$ cat src/rtl/locker_pkg.sv
// Shared state encodings and width helpers for the locker controller.
package locker_pkg;

    localparam logic [1:0] ST_IDLE    = 2'd0;
    localparam logic [1:0] ST_GRANTED = 2'd1;
    localparam logic [1:0] ST_LOCKOUT = 2'd2;

    function automatic int user_w(input int n);
        return (n <= 2) ? 1 : $clog2(n);
    endfunction

    function automatic int fail_w(input int m);
        return (m < 1) ? 1 : $clog2(m + 1);
    endfunction

    function automatic int tmr_w(input int a, input int b);
        int m;
        m = (a > b) ? a : b;
        return (m <= 2) ? 1 : $clog2(m);
    endfunction

endpackage

$ cat src/rtl/locker_timer.sv
// Loadable down-counter shared by the access window and the lockout period.
module locker_timer #(
    parameter int W = 10
) (
    input  logic         clk,
    input  logic         reset,
    input  logic         load_i,
    input  logic [W-1:0] value_i,
    input  logic         dec_i,
    output logic         zero_o
);

    logic [W-1:0] cnt_q, cnt_d;

    // Load wins over decrement; the counter parks at zero.
    always_comb begin
        cnt_d = cnt_q;
        if (load_i) begin
            cnt_d = value_i;
        end else if (dec_i && (cnt_q != '0)) begin
            cnt_d = cnt_q - W'(1);
        end
    end

    always_ff @(posedge clk or posedge reset) begin
        if (reset) begin
            cnt_q <= '0;
        end else begin
            cnt_q <= cnt_d;
        end
    end

    assign zero_o = (cnt_q == '0);

endmodule

$ cat src/rtl/locker_ctrl.sv
// Multi-user locker controller: password check/reprogram, per-user failure count, timed access and lockout.
// Optional master key enabled by defining LOCKER_MASTER_KEY_EN.
module locker_ctrl
    import locker_pkg::*;
#(
    parameter int                        NUM_USERS  = 4,
    parameter int                        PW_W       = 12,
    parameter logic [NUM_USERS*PW_W-1:0] DEFAULT_PW = {12'h999, 12'hECE, 12'h0AA, 12'hF2A},
    parameter int                        MAX_FAIL   = 3,
    parameter int                        ACCESS_CYC = 256,
    parameter int                        LOCK_CYC   = 1024,
    parameter logic [PW_W-1:0]           MASTER_PW  = 12'h000
) (
    input  logic                          clk,
    input  logic                          reset,
    input  logic                          enter_i,
    input  logic                          set_mode_i,
    input  logic [user_w(NUM_USERS)-1:0]  user_i,
    input  logic [PW_W-1:0]               pw_in_i,
    input  logic [PW_W-1:0]               new_pw_i,
    output logic                          access_o,
    output logic                          alarm_o,
    output logic                          locked_o,
    output logic [fail_w(MAX_FAIL)-1:0]   fail_cnt_o,
    output logic                          set_ok_o
);

    localparam int UW = user_w(NUM_USERS);
    localparam int FW = fail_w(MAX_FAIL);
    localparam int TW = tmr_w(ACCESS_CYC, LOCK_CYC);

    localparam logic [FW-1:0] FAIL_MAX  = FW'(MAX_FAIL);
    localparam logic [TW-1:0] ACCESS_LD = TW'(ACCESS_CYC - 1);
    localparam logic [TW-1:0] LOCK_LD   = TW'(LOCK_CYC - 1);

`ifdef LOCKER_MASTER_KEY_EN
    localparam bit MASTER_KEY_EN = 1'b1;
`else
    localparam bit MASTER_KEY_EN = 1'b0;
`endif

    logic [PW_W-1:0] pass_q [NUM_USERS];
    logic [PW_W-1:0] pass_d [NUM_USERS];
    logic [FW-1:0]   fail_q [NUM_USERS];
    logic [FW-1:0]   fail_d [NUM_USERS];
    logic [1:0]      state_q, state_d;
    logic [UW-1:0]   lock_user_q, lock_user_d;
    logic            access_q, alarm_q, locked_q, set_ok_q;
    logic            set_ok_d;

    logic            tmr_load, tmr_dec, tmr_zero;
    logic [TW-1:0]   tmr_val;

    logic            user_valid;
    logic [PW_W-1:0] sel_pw;
    logic [FW-1:0]   sel_fail;
    logic [FW-1:0]   fail_inc;
    logic            pw_match;
    logic            cmd_ok;
    logic            master_hit;

    locker_timer #(
        .W (TW)
    ) u_timer (
        .clk     (clk),
        .reset   (reset),
        .load_i  (tmr_load),
        .value_i (tmr_val),
        .dec_i   (tmr_dec),
        .zero_o  (tmr_zero)
    );

    // Select the addressed user's password and counter; out-of-range users read as invalid.
    always_comb begin
        user_valid = 1'b0;
        sel_pw     = '0;
        sel_fail   = '0;
        for (int i = 0; i < NUM_USERS; i++) begin
            if (user_i == UW'(i)) begin
                user_valid = 1'b1;
                sel_pw     = pass_q[i];
                sel_fail   = fail_q[i];
            end
        end
    end

    assign pw_match   = user_valid && (pw_in_i == sel_pw);
    assign fail_inc   = (sel_fail == FAIL_MAX) ? sel_fail : sel_fail + FW'(1);
    assign cmd_ok     = enter_i && (state_q != ST_LOCKOUT);
    assign master_hit = MASTER_KEY_EN && enter_i && !set_mode_i && (pw_in_i == MASTER_PW);
    assign fail_cnt_o = sel_fail;

    always_comb begin
        state_d     = state_q;
        pass_d      = pass_q;
        fail_d      = fail_q;
        lock_user_d = lock_user_q;
        set_ok_d    = 1'b0;
        tmr_load    = 1'b0;
        tmr_val     = '0;
        tmr_dec     = 1'b0;

        // Timer-driven progress; overridden below by any accepted command.
        if (state_q == ST_GRANTED) begin
            if (tmr_zero) state_d = ST_IDLE;
            else          tmr_dec = 1'b1;
        end else if (state_q == ST_LOCKOUT) begin
            if (tmr_zero) begin
                state_d = ST_IDLE;
                for (int i = 0; i < NUM_USERS; i++) begin
                    if (lock_user_q == UW'(i)) fail_d[i] = '0;
                end
            end else begin
                tmr_dec = 1'b1;
            end
        end

        if (master_hit) begin
            for (int i = 0; i < NUM_USERS; i++) fail_d[i] = '0;
            state_d  = ST_GRANTED;
            tmr_load = 1'b1;
            tmr_val  = ACCESS_LD;
        end else if (cmd_ok && pw_match) begin
            for (int i = 0; i < NUM_USERS; i++) begin
                if (user_i == UW'(i)) begin
                    fail_d[i] = '0;
                    if (set_mode_i) pass_d[i] = new_pw_i;
                end
            end
            if (set_mode_i) begin
                set_ok_d = 1'b1;
            end else begin
                state_d  = ST_GRANTED;
                tmr_load = 1'b1;
                tmr_val  = ACCESS_LD;
            end
        end else if (cmd_ok) begin
            state_d = ST_IDLE;
            for (int i = 0; i < NUM_USERS; i++) begin
                if (user_i == UW'(i)) fail_d[i] = fail_inc;
            end
            if (user_valid && (fail_inc == FAIL_MAX)) begin
                state_d     = ST_LOCKOUT;
                tmr_load    = 1'b1;
                tmr_val     = LOCK_LD;
                lock_user_d = user_i;
            end
        end
    end

    always_ff @(posedge clk or posedge reset) begin
        if (reset) begin
            for (int i = 0; i < NUM_USERS; i++) begin
                pass_q[i] <= DEFAULT_PW[i*PW_W +: PW_W];
                fail_q[i] <= '0;
            end
            state_q     <= ST_IDLE;
            lock_user_q <= '0;
            access_q    <= 1'b0;
            alarm_q     <= 1'b0;
            locked_q    <= 1'b0;
            set_ok_q    <= 1'b0;
        end else begin
            pass_q      <= pass_d;
            fail_q      <= fail_d;
            state_q     <= state_d;
            lock_user_q <= lock_user_d;
            access_q    <= (state_d == ST_GRANTED);
            alarm_q     <= (state_d == ST_LOCKOUT);
            locked_q    <= (state_d == ST_LOCKOUT);
            set_ok_q    <= set_ok_d;
        end
    end

    assign access_o = access_q;
    assign alarm_o  = alarm_q;
    assign locked_o = locked_q;
    assign set_ok_o = set_ok_q;

endmodule

$ cat config.mk
export PLATFORM = sky130hd
export DESIGN_NAME = locker_ctrl
export DESIGN_NICKNAME = d
export VERILOG_FILES = /design/src/rtl/locker_pkg.sv /design/src/rtl/locker_timer.sv /design/src/rtl/locker_ctrl.sv
export SDC_FILE = /design/constraint.sdc
export NUM_CORES = 1
export LEC_CHECK = 0
export CORE_UTILIZATION = 50
export DETAILED_ROUTE_END_ITERATION = 7
export DONT_BUFFER_PORTS = 1
export GPL_ROUTABILITY_DRIVEN = 0
export GPL_TIMING_DRIVEN = 0
export PLACE_DENSITY = 0.74
export SLEW_MARGIN = 20
export SYNTH_ARGS = -nofsm -noshare
export SYNTH_HDL_FRONTEND = slang
export SYNTH_SLANG_ARGS = --single-unit
$ cat constraint.sdc
create_clock -name clk -period 3.2 [get_ports clk]
set_clock_uncertainty 0.1 [all_clocks]
set_input_delay 0.96 -clock clk [delete_from_list [all_inputs] [get_ports clk]]
set_output_delay 0.96 -clock clk [all_outputs]
set_load 0.03 [all_outputs]
Word-level counts from Yosys, hierarchy flattened:

Index checks and enable logic that the tools add are counted.

* RAM bits: 0
* flip-flop bits (word level): 73
* bits in read-only memories: 0
* word-level logic and storage cells: 98
* bits of input ports: 30
* memories: 0
* bits in latches: 0

* add/subtract/negate cells: 2
* shift-type cells: 0
* mux-type cells: 52
* $mul: 0
* eq/ne operators: 14
* bitwise gates (word level): 1
* reduce and logical (&&, ||, !) cells: 15
* divide/modulo/power cells: 0
* order comparisons: 0

Operator list (number)
* $mux 10: 5
* $mux 12: 4
* $mux 2: 24
* $mux 8: 6
* $eq 2x2->1 const B: 8
* $reduce_and 3->1: 5
* $mux 1: 13
* $eq 12x12->1: 1
* $logic_not 10->1: 1
* $reduce_bool 10->1: 1
* $sub 10x1->10 const B: 1
* $eq 2x1->1 const B: 4
* $logic_and 1x1->1: 5
* $logic_not 2->1: 2
* $add 2x1->2 const B: 1
* $ne 2x2->1 const B: 1
* $reduce_bool 2->1: 1
* $not 1->1: 1

Longest topological paths before layout:

Gate-level depths: netlist of run 1.

* word-level depth: 13
* depth in mapped cells: 9
* depth with buffers taken out: 8

Modules after synthesis:

A second synthesis of run 1 with hierarchy kept.

* cell total of the unflattened synthesis: 305
* area total of the unflattened synthesis: 3860.0 um^2

Modules (own cells, without submodules)
* locker_ctrl: cells each 230, times used 1, area each 3204.3 um^2
* locker_timer: cells each 75, times used 1, area each 655.6 um^2

Least setup slack after synthesis of run 1:

Ideal clock, no wire load.

* kind: in2reg
* from: input port user_i[0]
* to: register u_timer.cnt_q[1]
* cell stages on the path: 8
* slack: 18 ps
* data arrival time: 2930 ps
* path through: buf_4 > mux4_2 > xnor2_1 > nand4_1 > nor3_2 > buf_4 > mux2i_1 > o211ai_1

* longest elaborated chain between the ends: 13
* elaborated cells between the ends (all ways): 32
* those cells by class: 1 x add/sub; 6 x eq/ne; 20 x mux; 5 x reduce/logical

RTL lines
* start: declaration: RTL line locker_ctrl.sv:18 `input logic [user_w(NUM_USERS)-1:0] user_i,`
* $logic_not 2->1: RTL line locker_ctrl.sv:79 `if (user_i == UW'(i)) begin`
* $mux 2 (4 in a row): RTL line locker_ctrl.sv:79
* $add 2x1->2 or $eq 2x2->1 (tied branches): RTL line locker_ctrl.sv:88 `assign fail_inc = (sel_fail == FAIL_MAX) ? sel_fail : sel_fail + FW'(1);`
* $mux 2: RTL line locker_ctrl.sv:88
* $eq 2x2->1: RTL line locker_ctrl.sv:142 `if (user_valid && (fail_inc == FAIL_MAX)) begin`
* $logic_and 1x1->1: RTL line locker_ctrl.sv:142
* $mux 10 or $mux 1 (tied branches): RTL line locker_ctrl.sv:142
* $mux 10 or $mux 1 (tied branches): RTL line locker_ctrl.sv:137 `end else if (cmd_ok) begin`
* $mux 10 or $mux 1 (tied branches): RTL line locker_ctrl.sv:123 `end else if (cmd_ok && pw_match) begin`
* $mux 10 or $reduce_bool 2->1 (tied branches)
* end signal: assignment: RTL line locker_timer.sv:29 `cnt_q <= cnt_d;`
* end: declaration: RTL line locker_timer.sv:13 `logic [W-1:0] cnt_q, cnt_d;`

Several ways; a longest one is shown, not always the timed one.
A chain may end at the register's enable or synchronous reset.

Final worst setup path of run 1:

* from: input port user_i[0]
* to: register pass_q[17] (netlist bit)

* longest elaborated chain between the ends: 9
* elaborated cells between the ends (all ways): 16
* those cells by class: 4 x eq/ne; 8 x mux; 4 x reduce/logical

RTL lines
* $logic_not 2->1: RTL line locker_ctrl.sv:79
* $mux 12 (4 in a row): RTL line locker_ctrl.sv:79
* $eq 12x12->1: RTL line locker_ctrl.sv:87 `assign pw_match = user_valid && (pw_in_i == sel_pw);`
* $logic_and 1x1->1: RTL line locker_ctrl.sv:87
* $logic_and 1x1->1: RTL line locker_ctrl.sv:123
* $reduce_and 3->1 (no source line) *
* end signal: indexed assignment: RTL line locker_ctrl.sv:154 `pass_q[i] <= DEFAULT_PW[i*PW_W +: PW_W];`
* end signal: assignment: RTL line locker_ctrl.sv:164 `pass_q <= pass_d;`
* end: declaration: RTL line locker_ctrl.sv:42 `logic [PW_W-1:0] pass_q [NUM_USERS];`

Mark *: on every way between the ends. The rest lies on a longest branch, timed or not.

==> results of run 1 <==
per-stage QoR:
| step | hold slack [ns] | area, µm² | power [µW] |
|---|---|---|---|
| floorplan | 0.3633 | 3632 | 1506 |
| global placement | 0.3851 | 3752 | 1578 |
| detailed placement | 0.3913 | 3775 | 1600 |
| CTS | 0.3831 | 3991 | 2345 |
| global route | 0.4003 | 4048 | 2458 |
| finish | 0.3780 | 4048 | 2333 |
per-layer routing:
metal / up-vias / track usage / routed length (µm)
met2: 32 / 0.2978 / 3207
met5: - / 0 / 0
li1: 987 / - / -
met1: 1108 / 0.2927 / 3160
met4: 0 / 0.04918 / 62
met3: 7 / 0.06066 / 282
timing repair:
item                       in CTS  in global routing
setup endpoints to repair      50                 50
gates cloned                    0                  0
hold buffers                    0                  0
buffers inserted                0                  3
gates resized for setup         4                  7
pin swaps                       1                  2
state kept, by name, indices dropped and copies added (netlist names):
signal and cells:
pass_q 48, u_timer.cnt_q 10, fail_q 8, lock_user_q 2, state_q 2, access_o 1, locked_o 1, set_ok_o 1
cells in the mapped netlist, drive strengths merged:
cell type,count
and3b,1
nor3b,2
mux4,14
o22ai,5
nand2,23
clkbuf,3
o211ai,1
o22a,1
o31ai,1
nor2,8
and3,5
a21o,1
o21bai,2
and2,2
a31o,1
inv,8
xnor2,18
xor2,2
dfstp,25
nand3b,3
nor3,1
a31oi,2
nor4,4
nor4b,1
mux2i,1
mux2,50
o41ai,1
nand3,4
nand4,6
a2bb2oi,1
dfrtp,48
o21ai,5
buf,8
a21oi,2
o21a,1
nand2b,2
ha,2
worst paths after layout:
check	startpoint	endpoint	slack, ns	depth (start not counted)
setup reg to reg	pass_q[9]	pass_q[17]	0.59	7
min in group clk	pass_q[20]	pass_q[20]	0.41	1
hold reg to reg	pass_q[20]	pass_q[20]	0.41	1
hold / removal	reset	pass_q[38]	0.38	1
max in group asynchronous	reset	pass_q[22]	2.01	2
setup / recovery	user_i[0]	pass_q[17]	0.13	8
power by group:
part | switching, µW | internal [µW] | leakage (µW)
Sequential | 99.6 | 1030 | 0.000860
Combinational | 267 | 187 | 0.000807
Clock | 342 | 403 | 0.000103
final cells by class:
cell class                      count  area (µm²)
Buffer                             11       88.84
Clock buffer                       12       155.1
Clock inverter                      4       51.30
Fill cell                         576        2859
Inverter                            8       32.53
Multi-Input combinational cell    173        1687
Sequential cell                    73        1858
Tap cell                           96       120.1
Timing Repair Buffer                4       55.05
logic make-up after synthesis:
family | Yosys count | synth area share
DFF | 73 | 0.5115
muxes | 65 | 0.2652
and+or+nand+nor | 62 | 0.09645
AOI/OAI and AO/OA | 24 | 0.04375
xor gates and xnor gates | 20 | 0.04823
buffers and inverters | 19 | 0.02790
adders and majority gates | 2 | 0.006888
==> results.py, run 1 <==
metrics = {
    "min_path": {
        "hold_class": "in -> async",
    },
    "pwr": {
        "p_leak_uw": 0.001770,
        "vdd_ir_drop_max_v": 0.0003088,
        "power_density_nw_per_um2": 576.5,
    },
    "drt": {
        "vias": 2134,
        "post_drt_wl_per_cell_um": 17.62,
        "first_iter_violations": 114,
        "via_per_inst": 5.601,
        "ant_nets": 0,
        "drt_wl_total_um": 6713,
        "drc": 0,
        "first_pass_iters": 4,
    },
    "place": {
        "dp.cells": 362,
        "hpwl_um": 4587,
        "port_buffers": 0,
        "dp_slack_ns": -0.7145,
    },
    "worst_setup_path": {
        "cp-end-kind": "flop",
        "cp_slowest_cell": "mux4_2",
        "cp_num_buf_inv": 2,
        "crit_fanout": 10,
        "start_kind": "input pin",
        "crit_chain": "buf_6 > mux4_2 > xnor2_1 > nand4_1 > nor3_2 > and3_1 > buf_4 > mux2_2",
        "cp_slowest_stage_delay_ns": 0.54,
        "crit_type": "in -> reg",
        "arrival_ns": 3.21,
        "cp_top_family": "multiplexers",
        "required_ns": 3.33,
    },
    "job": {
        "max_cap_violations": 0,
    },
    "finish": {
        "fin_util": 0.5861,
        "instances_no_fill": 381,
        "nNetsFinal": 312,
        "layout-drive-gt1-share": 0.4386,
        "area_delta_synth_final_pct": 11.44,
        "final_cell_mix": "dfrtp_1 (48), mux2_2 (30), dfstp_2 (25), nand2_1 (23), mux2_4 (20)",
        "final_common_cell": "dfrtp_1",
        "diodes": 0,
    },
    "sta": {
        "finalHoldViolations": 0,
        "slew-limit-headroom": 0.4938,
        "setup-violations-final": 0,
        "post-route-worst-setup-slack_ns": 0.1265,
        "drv_slew": 0,
        "fmax_ghz": 0.3254,
        "fin_crit_sh": 0.9605,
        "fin_crit_ns": 3.073,
        "rsz0062_at_grt": "false",
        "tightest_slew_ns": 0.7524,
        "tns_ns": 0,
    },
    "floorplan": {
        "start_util": 0.5259,
        "ios": 36,
        "fp.dieArea_um2": 7609,
        "fp.dieW_um": 87.23,
        "coreArea_um2": 6907,
        "die_h_um": 87.23,
        "rows": 30,
    },
    "clock_network": {
        "h-tree-depth": 3,
        "cts-root-buf": "clkbuf_8",
        "clk_pin_slew_ns": 0.08,
        "cts_buffers": 9,
        "cts_buffer_depth": 2,
        "cts.sinks": 73,
        "clock_latency_ns": 0.35,
        "cts_tree": "yes",
    },
    "synthesis": {
        "synth_top_area_cell": "dfrtp_1",
        "synth.avg_cell_area_um2": 13.71,
        "ys_ff_latch": 73,
        "yosysTopAreaCellShare": 0.3307,
        "syn_inst": 265,
        "syn-num-nets": 297,
        "ys_warn_count": 0,
        "syn-cell-area_um2": 3632,
        "synth_cell_type_count": 41,
        "ys_top_cells_by_area": "dfrtp_1 (33%), dfstp_2 (18%), mux2_2 (9.3%), mux4_2 (8.7%), mux2_4 (8.3%)",
        "ys_seq_area_frac": 0.5115,
    },
    "outcome": {
        "status": "finished, final reports clean",
    },
    "global_route": {
        "grt_max_degree": 42,
        "track_usage": 0.2012,
        "gr-total-overflow": 0,
        "grt_pass1_vias": 2213,
        "grt_first_pass_wirelength_um": 11390,
        "grt_antenna_before_repair": 0,
    },
}
Power figures use the tool's default switching activity.
==> run 2: changes to the inputs <==
==> constraint.sdc (replaced) <==
create_clock -name clk -period 3.95 [get_ports clk]
set_clock_uncertainty 0.1 [all_clocks]
set_input_delay 1.185 -clock clk [delete_from_list [all_inputs] [get_ports clk]]
set_output_delay 1.185 -clock clk [all_outputs]
set_load 0.03 [all_outputs]
==> run 2 against run 1 <==
Sequential cell count is the same. Count of clock-buffer cells in the layout is the same. Utilization shrank 0.91 points. Critical path type unchanged. Largest cell class unchanged. Highest routed layer unchanged.
==> results.py, run 2 (synthesis results as in run 1) <==
metrics = {
    "sta": {
        "setup-violations-final": 0,
        "hold_slack_ns": 0.4082,
        "rsz0062_at_grt": "false",
        "fin_crit_ns": 3.640,
        "drv_slew": 0,
        "slew-limit-headroom": 0.4968,
        "fin_crit_sh": 0.9216,
        "fmax_ghz": 0.2747,
        "tightest_slew_ns": 0.7480,
        "finalHoldViolations": 0,
    },
    "place": {
        "port_buffers": 0,
        "dp.cells": 362,
        "hpwl_um": 4587,
    },
    "global_route": {
        "grt_max_degree": 42,
        "track_usage": 0.2010,
        "grt_antenna_before_repair": 0,
        "grt_first_pass_wirelength_um": 11360,
        "grt_pass1_vias": 2214,
        "gr-total-overflow": 0,
    },
    "worst_setup_path": {
        "r2r-end": "pass_q[30]",
        "startpoint": "user_i[1]",
        "required_ns": 4.09,
        "arrival_ns": 3.78,
        "reg2reg_depth": 7,
        "worstSetupEndpoint": "pass_q[30]",
        "crit_fanout": 10,
        "r2r-start": "pass_q[1]",
        "reg2reg_slack_ns": 1.24,
        "crit_type": "in -> reg",
        "cp-end-kind": "flop",
        "start_kind": "input pin",
    },
    "finish": {
        "diodes": 0,
        "final_common_cell": "dfrtp_1",
        "nNetsFinal": 309,
        "largest_reg_flops": 48,
        "fillers": 583,
        "multi_input_area_um2": 1677,
        "layout-drive-gt1-share": 0.4220,
        "regArea_um2": 1858,
        "area_delta_synth_final_pct": 9.714,
        "top_regs": "pass_q: 48 flops, u_timer.cnt_q: 10 flops, fail_q: 8 flops",
        "final_cell_mix": "dfrtp_1 (48), mux2_2 (30), dfstp_2 (25), nand2_1 (23), mux2_4 (20)",
        "instances_no_fill": 378,
        "top_register": "pass_q",
        "fin_util": 0.5770,
    },
    "floorplan": {
        "fp.dieArea_um2": 7609,
        "rows": 30,
        "fp.dieW_um": 87.23,
        "ios": 36,
        "start_util": 0.5259,
        "coreArea_um2": 6907,
        "die_h_um": 87.23,
    },
    "pwr": {
        "finalPower_uw": 1888,
        "power_density_nw_per_um2": 473.8,
        "p_leak_uw": 0.001743,
        "vdd_ir_drop_max_v": 0.0002508,
    },
    "clock_network": {
        "clk_pin_slew_ns": 0.08,
        "h-tree-depth": 3,
        "cts_buffers": 9,
        "cts.sinks": 73,
        "cts-root-buf": "clkbuf_8",
        "clock_latency_ns": 0.35,
        "ctsHoldBuffers": 0,
        "cts_buffer_depth": 2,
        "cts_tree": "yes",
    },
    "drt": {
        "drc": 0,
        "vias": 2126,
        "ant_nets": 0,
        "post_drt_wl_per_cell_um": 17.67,
        "via_per_inst": 5.624,
        "drt_wl_total_um": 6681,
        "first_pass_iters": 4,
        "first_iter_violations": 104,
    },
    "outcome": {
        "status": "finished, final reports clean",
    },
    "min_path": {
        "hold_depth": 1,
        "hold_class": "reg -> reg",
    },
    "job": {
        "max_cap_violations": 0,
    },
}
run 2: changes by cell type in the layout (fill, tap and decap cells not counted), sizes merged:
cell,previous run,this run
buf,11,9
clkbuf,16,15
run 2: report_power, final:
| part | leakage (µW) | switching [µW] | total [µW] | internal, µW |
|---|---|---|---|---|
| logic | 0.000781 | 214 | 363 | 149 |
| clock network | 0.000103 | 278 | 605 | 327 |
| registers | 0.000860 | 81.3 | 920 | 838 |
run 2: worst min path at each step:
| stage | startpoint | endpoint | slack, ns |
|---|---|---|---|
| CTS | pass_q[20] | pass_q[20] | 0.41 |
| global placement | pass_q[24] | pass_q[24] | 0.39 |
| global route | pass_q[20] | pass_q[20] | 0.42 |
| finish | pass_q[20] | pass_q[20] | 0.41 |
| detailed placement | pass_q[20] | pass_q[20] | 0.39 |
| floorplan | fail_q[3] | fail_q[3] | 0.36 |
run 2: through the flow:
stage / worst slack, ns / TNS, ns / area [µm²]
after global routing: 0.1177 / 0 / 3985
after detailed placement: -0.1895 / -1.412 / 3775
final: 0.3096 / 0 / 3985
after global placement: -0.1319 / -0.6877 / 3752
after CTS: 0.1701 / 0 / 3981
after floorplan: 0.5434 / 0 / 3632
run 2: final cells by class:
class	instances	share of cell area
well taps	96	0.03014
flip-flops and latches	73	0.4662
plain buffers	11	0.01790
multi-input cells	173	0.4207
clock buffers	12	0.03893
clock inverters	4	0.01287
repair buffers	1	0.005024
inverters	8	0.008163
run 2: repair_timing:
item                                   CTS  global route
endpoints found under the hold margin    0             0
setup endpoints to repair                0             5
gates resized for setup                  0             1
buffers inserted                         0             0
run 2: critical path, stage by stage:
cell and delay, ns:
clkbuf_1 0.53, mux4_2 0.43, xnor2_1 0.16, nand4_1 0.21, nor3_2 0.29, and3_1 0.27
buf_2 0.31, mux2_2 0.38
run 2: per-layer routing:
metal  GRT usage  part of all wire  vias to the layer above
met3     0.06066             0.042                        8
met4     0.04918             0.015                        0
met1      0.2906              0.47                     1106
met5           0                 0                        -
li1            -                 -                      981
met2      0.2992              0.47                       31
==> run 3: changes to the inputs <==
--- a/config.mk
+++ b/config.mk
@@ -5,6 +5,7 @@
 export SDC_FILE = /design/constraint.sdc
 export NUM_CORES = 1
 export LEC_CHECK = 0
+export CAP_MARGIN = 0
 export CORE_UTILIZATION = 50
 export DETAILED_ROUTE_END_ITERATION = 7
 export DONT_BUFFER_PORTS = 1
==> results of run 3 <==
Same layout as run 2: the final DEF is identical, and so are final timing and power.
==> RTL change 1 (flow settings as in run 3) <==
The option `LOCKER_MASTER_KEY_EN` is turned on by a define.
--- a/src/rtl/locker_ctrl.sv
+++ b/src/rtl/locker_ctrl.sv
@@ -2,2 +2,4 @@
 // Optional master key enabled by defining LOCKER_MASTER_KEY_EN.
+`define LOCKER_MASTER_KEY_EN
+
 module locker_ctrl
Formal check against the unedited RTL: not equivalent (Yosys sat finds a counterexample within 4 cycles, from zero or initial values and one cycle with reset high).
==> RTL change 1 against run 3 <==
Power shrank 7.5%; area after synthesis grew 4.6%; clock power shrank 13%; sequential cell count is the same; fmax shrank 4.1%; critical path type is now in -> out; wire length grew 15%; sequential share of layout area shrank 1.6 points; highest routed layer unchanged; design area grew 3.6%; setup slack lost 0.16 ns; die area grew 4.5%; largest power group unchanged; sequential power shrank 1%; synthesized cell count grew 15%; global-route usage grew 1.9 points.
==> RTL change 1: results (changes against run 3) <==
| Metric | Value |
|---|---|
| Lkg Pwr | 1.81 nW (+4.0%) |
| Sequential share of the synthesized area | 48.9% (-2.3 points) |
| Fillers | 643 (+10%) |
| DR WL/cell | 18.3 µm (+3.5%) |
| Post-synthesis net count | 337 (+13%) |
| Critical path endpoint | fail_cnt_o[0] |
| Iter 0 DRT Violations | 138 (+33%) |
| First-pass GRT wire length | 12.8 mm (+12%) |
| Peak supply drop | 0.295 mV (+17%) |
| Crit path max-delay family | multiplexers |
| Synth top area cells | dfrtp_1 32%, dfstp_2 17%, mux2_1 12% |
| Count of different cell masters after synthesis | 49 (+20%) |
| Share of cells above drive strength 1 | 23.3% (-19 points) |
| Critical path arrival | 2.51 ns (-1.27 ns) |
| Run status | complete, no violations |
| Hold endpoint | pass_q[17] |
| Setup Slack @ Placement | 0.0117 ns (+0.201 ns) |
| R2R cell count | 8 (+1) |
| DR vias | 2443 (+15%) |
| Placed cell count | 405 (+12%) |
| Post-synthesis mux area share | 23.3% (-3.2 points) |
| # nets final | 349 (+13%) |
| CP max-delay cell | mux4_2 |
| Max H-tree Level | 3 (unchanged) |
| Number of global-route vias before repair | 2600 (+17%) |
| Tightest Pin Transition | 0.570 ns (-0.177 ns) |
| Worst Hold Launch | pass_q[17] |
| Hold Slack | 0.382 ns (-0.0263 ns) |
| Flop2flop setup slack | 1.18 ns (-0.06 ns) |
| Worst setup margin | 0.152 ns (-0.157 ns) |
| Pin count of the biggest net entering global routing | 60 (+43%) |
| Worst stage delay on the critical path | 0.72 ns (+0.19 ns) |
| Synth Area in XOR/XNOR | 5.30% (+0.48 points) |
| Power Density | 423 mW/mm² (-11%) |
| Compound-Gate Fraction of Synth Area | 4.48% (+0.10 points) |
| Vias per cell | 5.80 (+3.2%) |
| RR Endpoint | pass_q[38] |
| Post-Syn Instances | 305 (+15%) |
| Post-synthesis adder-cell area fraction | 0.659% (-0.030 points) |
| Dpl cell area | 0.00395 mm² (+4.7%) |
[RTL change 1: changes by cell type after synthesis, moves of 12 or more]
cell	before	now
mux2_1	0	42
mux2_2	30	8
mux2_4	20	0
nor2_1	8	23
nand2_1	23	10
nand3_1	4	17
mux2i_1	1	13
[RTL change 1: per-layer routing]
layer,GRT usage [%],vias up,part of all wire [%]
li1,-,1132,-
met1,25.5,1221,41
met2,36.6,73,49
met3,9.60,17,7.5
met4,7.22,0,2.0
met5,0,-,0
[RTL change 1: cell type report]
class                           instances  share of cell area, %
Clock inverter                          2                  0.303
Buffer                                 12                   2.27
Timing Repair Buffer                    1                  0.667
Tap cell                               99                   3.00
Inverter                                6                  0.606
Sequential cell                        73                   45.0
Clock buffer                           14                   3.94
Multi-Input combinational cell        214                   44.2
[RTL change 1: report_power, final]
part           internal [mW]  switching [mW]  total (mW)
clock network          0.262           0.263       0.526
registers              0.835          0.0741       0.910
logic                  0.139           0.172       0.311
total                   1.24           0.510        1.75
==> RTL change 2 (config.mk and constraints of run 3) <==
Without the edit above. Remove the register `alarm_q`: a continuous assignment takes its place, so the output `alarm_o` follows one clock earlier.
--- a/src/rtl/locker_ctrl.sv
+++ b/src/rtl/locker_ctrl.sv
@@ -159,3 +159,2 @@
             access_q    <= 1'b0;
-            alarm_q     <= 1'b0;
             locked_q    <= 1'b0;
@@ -168,3 +167,2 @@
             access_q    <= (state_d == ST_GRANTED);
-            alarm_q     <= (state_d == ST_LOCKOUT);
             locked_q    <= (state_d == ST_LOCKOUT);
@@ -173,2 +171,4 @@
     end
+
+    assign alarm_q = (state_d == ST_LOCKOUT);
 
Formal check against the unedited RTL: not equivalent (Yosys sat finds a counterexample within 4 cycles, from zero or initial values and one cycle with reset high).
==> RTL change 2 against run 3 <==
The run now ends with negative setup slack left; highest routed layer unchanged; design area increased by 5.3%; area after synthesis decreased by 0.21%; wire length up 4.8%; sequential cell count stayed put; via count increased by 0.33%; power increased by 4.5%; cell count grew 2.6%; global-route usage is 1.0 points higher; setup slack worse by 0.74 ns.
==> RTL change 2: results (changes against run 3) <==
| Metric | Value |
|---|---|
| GR Util met3 | 4.74% (-1.3 points) |
| Tightest Pin Transition | 0.721 ns (-0.0267 ns) |
| Finished Layout Cells | 388 (+2.6%) |
| Critical path arrival | 3.09 ns (-0.69 ns) |
| Post-synthesis mux area share | 26.6% (+0.055 points) |
| Setup tns final | -0.428 ns (-0.428 ns) |
| GRT Total Usage | 21.1% (+1.0 points) |
| Total Routed Length | 7.00 mm (+4.8%) |
| Pin count of the biggest net entering global routing | 53 (+26%) |
| Clk pwr share | 33.3% (+1.2 points) |
| Lkg Pwr | 1.87 nW (+7.5%) |
| Fillers | 545 (-6.5%) |
| Grt met1 use | 30.5% (+1.5 points) |
| Clock net power | 658 µW (+8.8%) |
| Run status | complete, but fails checks |
| Routing usage on met2 | 30.3% (+0.36 points) |
| Detail Placement HPWL | 4.68 mm (+2.1%) |
| Dpl cell area | 0.00382 mm² (+1.3%) |
| Setup Slack @ Placement | -0.579 ns (-0.389 ns) |
| First-pass GRT wire length | 11.8 mm (+4.0%) |
| Mean Syn Cell Area | 13.7 µm² (+0.17%) |
| Switching Share | 29.4% (-1.0 points) |
| Failing checks | negative setup slack |
| CP Max Fanout | 7 (-3) |
| Synth Area in XOR/XNOR | 4.83% (+0.010 points) |
| Worst stage delay on the critical path | 0.51 ns (-0.02 ns) |
| Sequential share of the synthesized area | 51.3% (+0.11 points) |
| Seq area share | 44.3% (-2.3 points) |
| Iter 0 DRT Violations | 88 (-15%) |
| Area of the multi-input gates | 0.00173 mm² (+3.3%) |
| Final setup vio count | 1 (+1) |
| Post-synthesis net count | 296 (-0.34%) |
| Compound-Gate Fraction of Synth Area | 4.38% (+0.0091 points) |
| Placed cell count | 361 (-0.28%) |
| Worst setup margin | -0.428 ns (-0.737 ns) |
| Post-synthesis adder-cell area fraction | 0.690% (+0.0014 points) |
| CP max-delay cell | mux4_2 |
| Share of cells above drive strength 1 | 46.9% (+4.7 points) |
| Number of global-route vias before repair | 2281 (+3.0%) |
| Area share of the largest cell type after synthesis | 33.1% (+0.068 points) |
[RTL change 2: cell types whose count changed after synthesis, sizes merged]
| cell | delta |
|---|---|
| buf | -1 |
[RTL change 2: worst paths after layout]
| check | start | end | slack, ns | cells after the start |
|---|---|---|---|---|
| setup / recovery | user_i[0] | alarm_o | -0.43 | 10 |
| hold / removal | pass_q[20] | pass_q[20] | 0.40 | 1 |
| setup reg to reg | pass_q[5] | u_timer.cnt_q[1] | 1.06 | 9 |
| hold reg to reg | pass_q[20] | pass_q[20] | 0.40 | 1 |
| max in group asynchronous | reset | pass_q[39] | 2.59 | 2 |
| min in group asynchronous | reset | pass_q[36] | 0.56 | 1 |
[RTL change 2: per-layer routing]
metal  part of all wire (%)  wire, µm  up-vias
met5                      0         0        -
met4                    2.0       137        0
met3                    4.6       320       11
met2                     47      3280       37
met1                     47      3270     1079
li1                       -         -     1006
[RTL change 2: what timing repair did]
action                     CTS  global route
setup endpoints to repair    1             1
resized for setup           10             1
buffers inserted            11             0
pin swaps                    6             1
